`src/rtl/accum_dump.sv`:
```
// Integrate-and-dump accumulator: sums DUMP_N accepted samples, presents the block total on a held valid/ready port.
// Optional build macro ACCUM_DUMP_SAT_EN makes the arithmetic saturate instead of wrap.
module accum_dump #(
    parameter int unsigned IN_W   = 4,
    parameter int unsigned ACC_W  = 8,
    parameter int unsigned DUMP_N = 4
) (
    input  logic                             clk,
    input  logic                             rst,
    input  logic                             clr,
    input  logic                             in_valid,
    output logic                             in_ready,
    input  logic [IN_W-1:0]                  in_data,
    input  logic                             in_sub,
    output logic [ACC_W-1:0]                 acc_out,
    output logic [$clog2(DUMP_N+1)-1:0]      cnt_out,
    output logic                             dump_valid,
    input  logic                             dump_ready,
    output logic [ACC_W-1:0]                 dump_data,
    output logic                             dump_ovf
);

    localparam int unsigned CNT_W = $clog2(DUMP_N + 1);
    localparam int unsigned SUM_W = ACC_W + 1;

    logic [ACC_W-1:0] acc_q, acc_d;
    logic [CNT_W-1:0] cnt_q, cnt_d;
    logic             block_ovf_q, block_ovf_d;
    logic             dump_valid_q, dump_valid_d;
    logic [ACC_W-1:0] dump_data_q, dump_data_d;
    logic             dump_ovf_q, dump_ovf_d;

    logic             last_c;
    logic             accept_c;
    logic [SUM_W-1:0] sum_c;
    logic [ACC_W-1:0] res_c;
    logic             ovf_c;

    assign last_c   = (cnt_q == CNT_W'(DUMP_N - 1));
    // Stall only when the next accept would overwrite a pending dump.
    assign in_ready = !clr && !(dump_valid_q && last_c);
    assign accept_c = in_valid && in_ready;

    // Carry (add) or borrow (subtract) appears in the extra top bit.
    always_comb begin
        sum_c = '0;
        if (in_sub) begin
            sum_c = SUM_W'(acc_q) - SUM_W'(in_data);
        end else begin
            sum_c = SUM_W'(acc_q) + SUM_W'(in_data);
        end
        ovf_c = sum_c[ACC_W];
`ifdef ACCUM_DUMP_SAT_EN
        if (ovf_c) begin
            res_c = in_sub ? '0 : '1;
        end else begin
            res_c = sum_c[ACC_W-1:0];
        end
`else
        res_c = sum_c[ACC_W-1:0];
`endif
    end

    // Next-state: block accumulation, dump load and dump handshake.
    always_comb begin
        acc_d        = acc_q;
        cnt_d        = cnt_q;
        block_ovf_d  = block_ovf_q;
        dump_valid_d = dump_valid_q;
        dump_data_d  = dump_data_q;
        dump_ovf_d   = dump_ovf_q;

        if (dump_valid_q && dump_ready) begin
            dump_valid_d = 1'b0;
        end

        if (clr) begin
            acc_d       = '0;
            cnt_d       = '0;
            block_ovf_d = 1'b0;
        end else if (accept_c) begin
            if (last_c) begin
                dump_data_d  = res_c;
                dump_ovf_d   = block_ovf_q | ovf_c;
                dump_valid_d = 1'b1;
                acc_d        = '0;
                cnt_d        = '0;
                block_ovf_d  = 1'b0;
            end else begin
                acc_d       = res_c;
                cnt_d       = cnt_q + CNT_W'(1);
                block_ovf_d = block_ovf_q | ovf_c;
            end
        end
    end

    always_ff @(posedge clk or posedge rst) begin
        if (rst) begin
            acc_q        <= '0;
            cnt_q        <= '0;
            block_ovf_q  <= 1'b0;
            dump_valid_q <= 1'b0;
            dump_data_q  <= '0;
            dump_ovf_q   <= 1'b0;
        end else begin
            acc_q        <= acc_d;
            cnt_q        <= cnt_d;
            block_ovf_q  <= block_ovf_d;
            dump_valid_q <= dump_valid_d;
            dump_data_q  <= dump_data_d;
            dump_ovf_q   <= dump_ovf_d;
        end
    end

    assign acc_out    = acc_q;
    assign cnt_out    = cnt_q;
    assign dump_valid = dump_valid_q;
    assign dump_data  = dump_data_q;
    assign dump_ovf   = dump_ovf_q;

endmodule

```
`config.mk`:
```
export PLATFORM = sky130hd
export DESIGN_NAME = accum_dump
export DESIGN_NICKNAME = d
export VERILOG_FILES = /design/src/rtl/accum_dump.sv
export SDC_FILE = /design/constraint.sdc
export NUM_CORES = 1
export LEC_CHECK = 0
export BUFFER_PORTS_ARGS = -buffer_cell sky130_fd_sc_hd__buf_2
export CORE_AREA = 2 2 71 46
export DETAILED_ROUTE_END_ITERATION = 10
export DIE_AREA = 0 0 73 48
export GPL_TIMING_DRIVEN = 0
export PLACE_DENSITY = 0.81
export SYNTH_ARGS = -nofsm -noshare
export SYNTH_HDL_FRONTEND = slang
export SYNTH_SLANG_ARGS = --single-unit
```
`constraint.sdc`:
```
create_clock -name clk -period 2 [get_ports clk]
set_input_delay 0.3 -clock clk [delete_from_list [all_inputs] [get_ports clk]]
set_output_delay 0.3 -clock clk [all_outputs]
set_load 0.005 [all_outputs]
```
==> summary.txt <==
Floorplan
  • # IOs: 32
  • Die area: 3500 sq um
  • Die X-Extent: roughly 73 microns
  • Core area: 2800 sq um
  • Chip height: 48 microns
  • Rows: 15
  • Starting Density: 48.4%

Final layout
  • Number of diodes: 0
  • Fillers: 214
  • Count of non-filler cells in the finished layout: 200
  • Multi-input logic area: 851 sq um
  • Share of layout cells above drive strength 1: 41.0%
  • Area of all sequential standard cells: 551 sq um
  • Final net count: between 150 and 200
  • Area Overhead vs Synth: 31.9%

STA
  • RSZ-0062 raised after global routing: true
  • Fin crit period: 1.98 ns
  • Setup ws final: between 0.015 and 0.02 ns
  • Period utilization: between 90 and 100%
  • Worst slew pin tran: 0.830 ns
  • Fmax: 505 MHz
  • Final hold violations: 0
  • Rel. slew slack: approximately 45%
  • Final setup vio count: 0
  • Pins over their slew limit: 0
  • Skew final: 0.00586 ns
  • WHS: 0.183 ns

Clock network
  • CTS Hold Bufs: 0
  • Clock Latency Late Sink: about 0.27 ns
  • H-tree depth: 1
  • Worst-path clk slew: 0.08 ns
  • CTS root buf: clkbuf_8
  • TritonCTS buffer count: 3
  • Clock Sinks: 22
  • CTS tree: yes
  • Clk buf depth: 2

Critical path
  • Setup crit start kind: input pin
  • Path depth of the worst reg2reg path: 8
  • CP Class: input pin to flop
  • Reg-to-Reg End: dump_data[6]$_DFFE_PP0P_
  • Critical path endpoint category: flop
  • Reg2Reg Setup Slack: 0.09 ns
  • Max Fanout on Critical Path: 4
  • Crit path required time: 2.16 ns
  • Worst R2R Start: acc_out[0]$_DFFE_PP0P_
  • CP arrival: 2.14 ns
  • CP startpoint: in_data[1]

Synth
  • Number of synthesized flops with an enable pin: 0
  • Synth top area cells: dfrtp_1, ha_1, mux2_2
  • Post-synthesis cell area: 1350 sq um
  • Mean Syn Cell Area: 10.6 sq um
  • Simple-gate portion of the synthesized area: 12.4%
  • Syn nets: 150
  • Synth cell types: 33
  • Seq/Total Area, Yosys: 40.7%
  • YS warnings: 0
  • Mux share of post-synthesis cell area: 7.31%
  • Xor and xnor area share after synthesis: 4.53%
  • Combinational family with the most area after synthesis: compound AO/OA/AOI/OAI gates
  • Cells after Synth: 128
  • Most frequent cell after synthesis: dfrtp_1
  • Flip-flop and latch count after synthesis: 22
  • Compound-Gate Fraction of Synth Area: between 10% and 20%
  • Most frequent cells after synthesis: dfrtp_1, nor2_1, ha_1
  • FFs w/ async S/R, synth: 100%
  • Yosys top cell by area: dfrtp_1
  • Top_reg_cell synth: dfrtp_1
  • Adder-cell area share of the yosys netlist: 11.7%
  • Post-synth top area share: 40.7%

Outcome
  • Status: finished, final reports clean

Routing
  • DR vias: 1,110
  • Final Routed Wirelength: 3230 microns
  • Vias per std cell: around 5.6
  • DR WL met2: 1570 microns
  • DR top layer: met4
  • DR pass1 iterations: 4
  • Routed Antenna Nets: 0
  • Routed length per instance: 16.1 microns
  • Routed wl met3: 161 microns
  • # DRC: 0
  • Initial DRC Count: 52
  • M1 wire length: 1450 microns

Global route
  • Grt ovf: 0
  • Vias in the first global route: 1,041
  • First-pass GRT wire length: 4820 microns
  • Tot GR Track Use: approximately a fifth
  • Initial antenna violation count: 0
  • Pin count of the biggest net entering global routing: 23

Pwr
  • Pwr dens: 926 nW/um^2
  • Leak: between 0.0008 and 0.0009 uW
  • Peak VDD IR: 523 uV

Job
  • Max_cap viols: 0

Worst hold path
  • HP Class: input pin to async pin

Placed design
  • Detailed Place HPWL: around 2400 microns
  • Port Buf Inserts: 30
  • Final RePlAce weighted congestion: between 0.7 and 0.8
  • Dpl ws: -0.513 ns
  • Placed Instances: approximately 190
-- area by class of cell --
class	instances	share of cell area, %
Buffer	2	0.842
Clock buffer	3	2.31
Clock inverter	1	1.68
Inverter	10	2.95
Multi-Input combinational cell	94	47.7
Sequential cell	22	30.9
Tap cell	34	2.38
Timing Repair Buffer	34	11.3
-- routing by layer --
| layer | up-vias | track usage, % |
|---|---|---|
| met5 | - | 0 |
| met4 | 0 | 6.67 |
| met3 | 7 | 5.47 |
| met2 | 34 | 32.4 |
| met1 | 541 | 24.3 |
| li1 | 528 | - |
-- state kept, by name (all words and copies together) (netlist names) --
name         flops
dump_ovf         1
block_ovf_q      1
cnt_out          3
acc_out          8
dump_valid       1
dump_data        8
-- layout by cell type (no fill, tap or decap), types with 2 or more instances in the layout --
master,synthesis,layout
a21o_1,3,3
a21oi_1,8,8
a22o_1,5,5
buf_2,0,28
buf_4,0,4
buf_6,1,2
clkbuf_8,0,3
dfrtp_1,22,22
ha_1,11,8
ha_4,0,2
inv_1,10,7
mux2_2,7,4
mux2_4,0,3
mux2i_1,2,2
nand2_1,4,4
nor2_1,16,15
nor2b_4,1,2
o21a_1,4,4
o21ai_0,4,3
o21bai_1,2,2
o31ai_4,1,2
or2_2,3,3
xnor2_1,4,3
xor2_1,3,3
-- repair_timing --
item | 4_1_cts | 5_1_grt
cloned | 0 | 0
endpoints found under the hold margin | 0 | 0
pin swaps | 8 | 14
buffers inserted | 1 | 3
resized for setup | 10 | 6
endpoints found under the setup margin | 8 | 7
-- stage by stage --
stage                     setup TNS, ns  util (%)  total power [uW]  instance area [sq um]
after CTS                             0      62.4              1620                   1740
after global routing             -0.191      63.8              1750                   1780
after detailed placement          -3.93      57.8              1170                   1620
final                                 0      63.8              1650                   1780
after floorplan                  -0.261         -               983                   1420
after global placement            -3.49      57.8              1140                   1620
-- cells by family (layout without fill, tap and decap cells) --
family	count (synthesis)	count (layout)
xor+xnor	7	7
mux	9	9
simple gates	31	31
flops	22	22
compound gates	35	35
fa+ha+maj	12	12
buf+inv	12	50
-- worst max path at each step --
stage	to	slack, ns	cells past startpoint
floorplan	dump_data[7]$_DFFE_PP0P_	-0.11	10
finish	dump_data[6]$_DFFE_PP0P_	0.02	10
global route	dump_data[6]$_DFFE_PP0P_	-0.07	10
detailed placement	dump_data[7]$_DFFE_PP0P_	-0.51	11
CTS	block_ovf_q$_DFFE_PP0P_	0.004	10
global placement	dump_data[7]$_DFFE_PP0P_	-0.47	11
-- report_power, final --
part | internal [uW] | switching [uW] | total, uW
combinational | 329 | 319 | 649
sequential | 530 | 57.5 | 587
clock | 268 | 149 | 416
-- critical path: stages --
cell	delay (ns)
buf_12	0.12
nor3_4	0.20
ha_1	0.26
mux2i_1	0.14
ha_1	0.28
o21a_1	0.19
o31a_4	0.13
o22ai_4	0.15
xnor2_2	0.09
mux2_4	0.26
(Power assumes the default switching activity.)
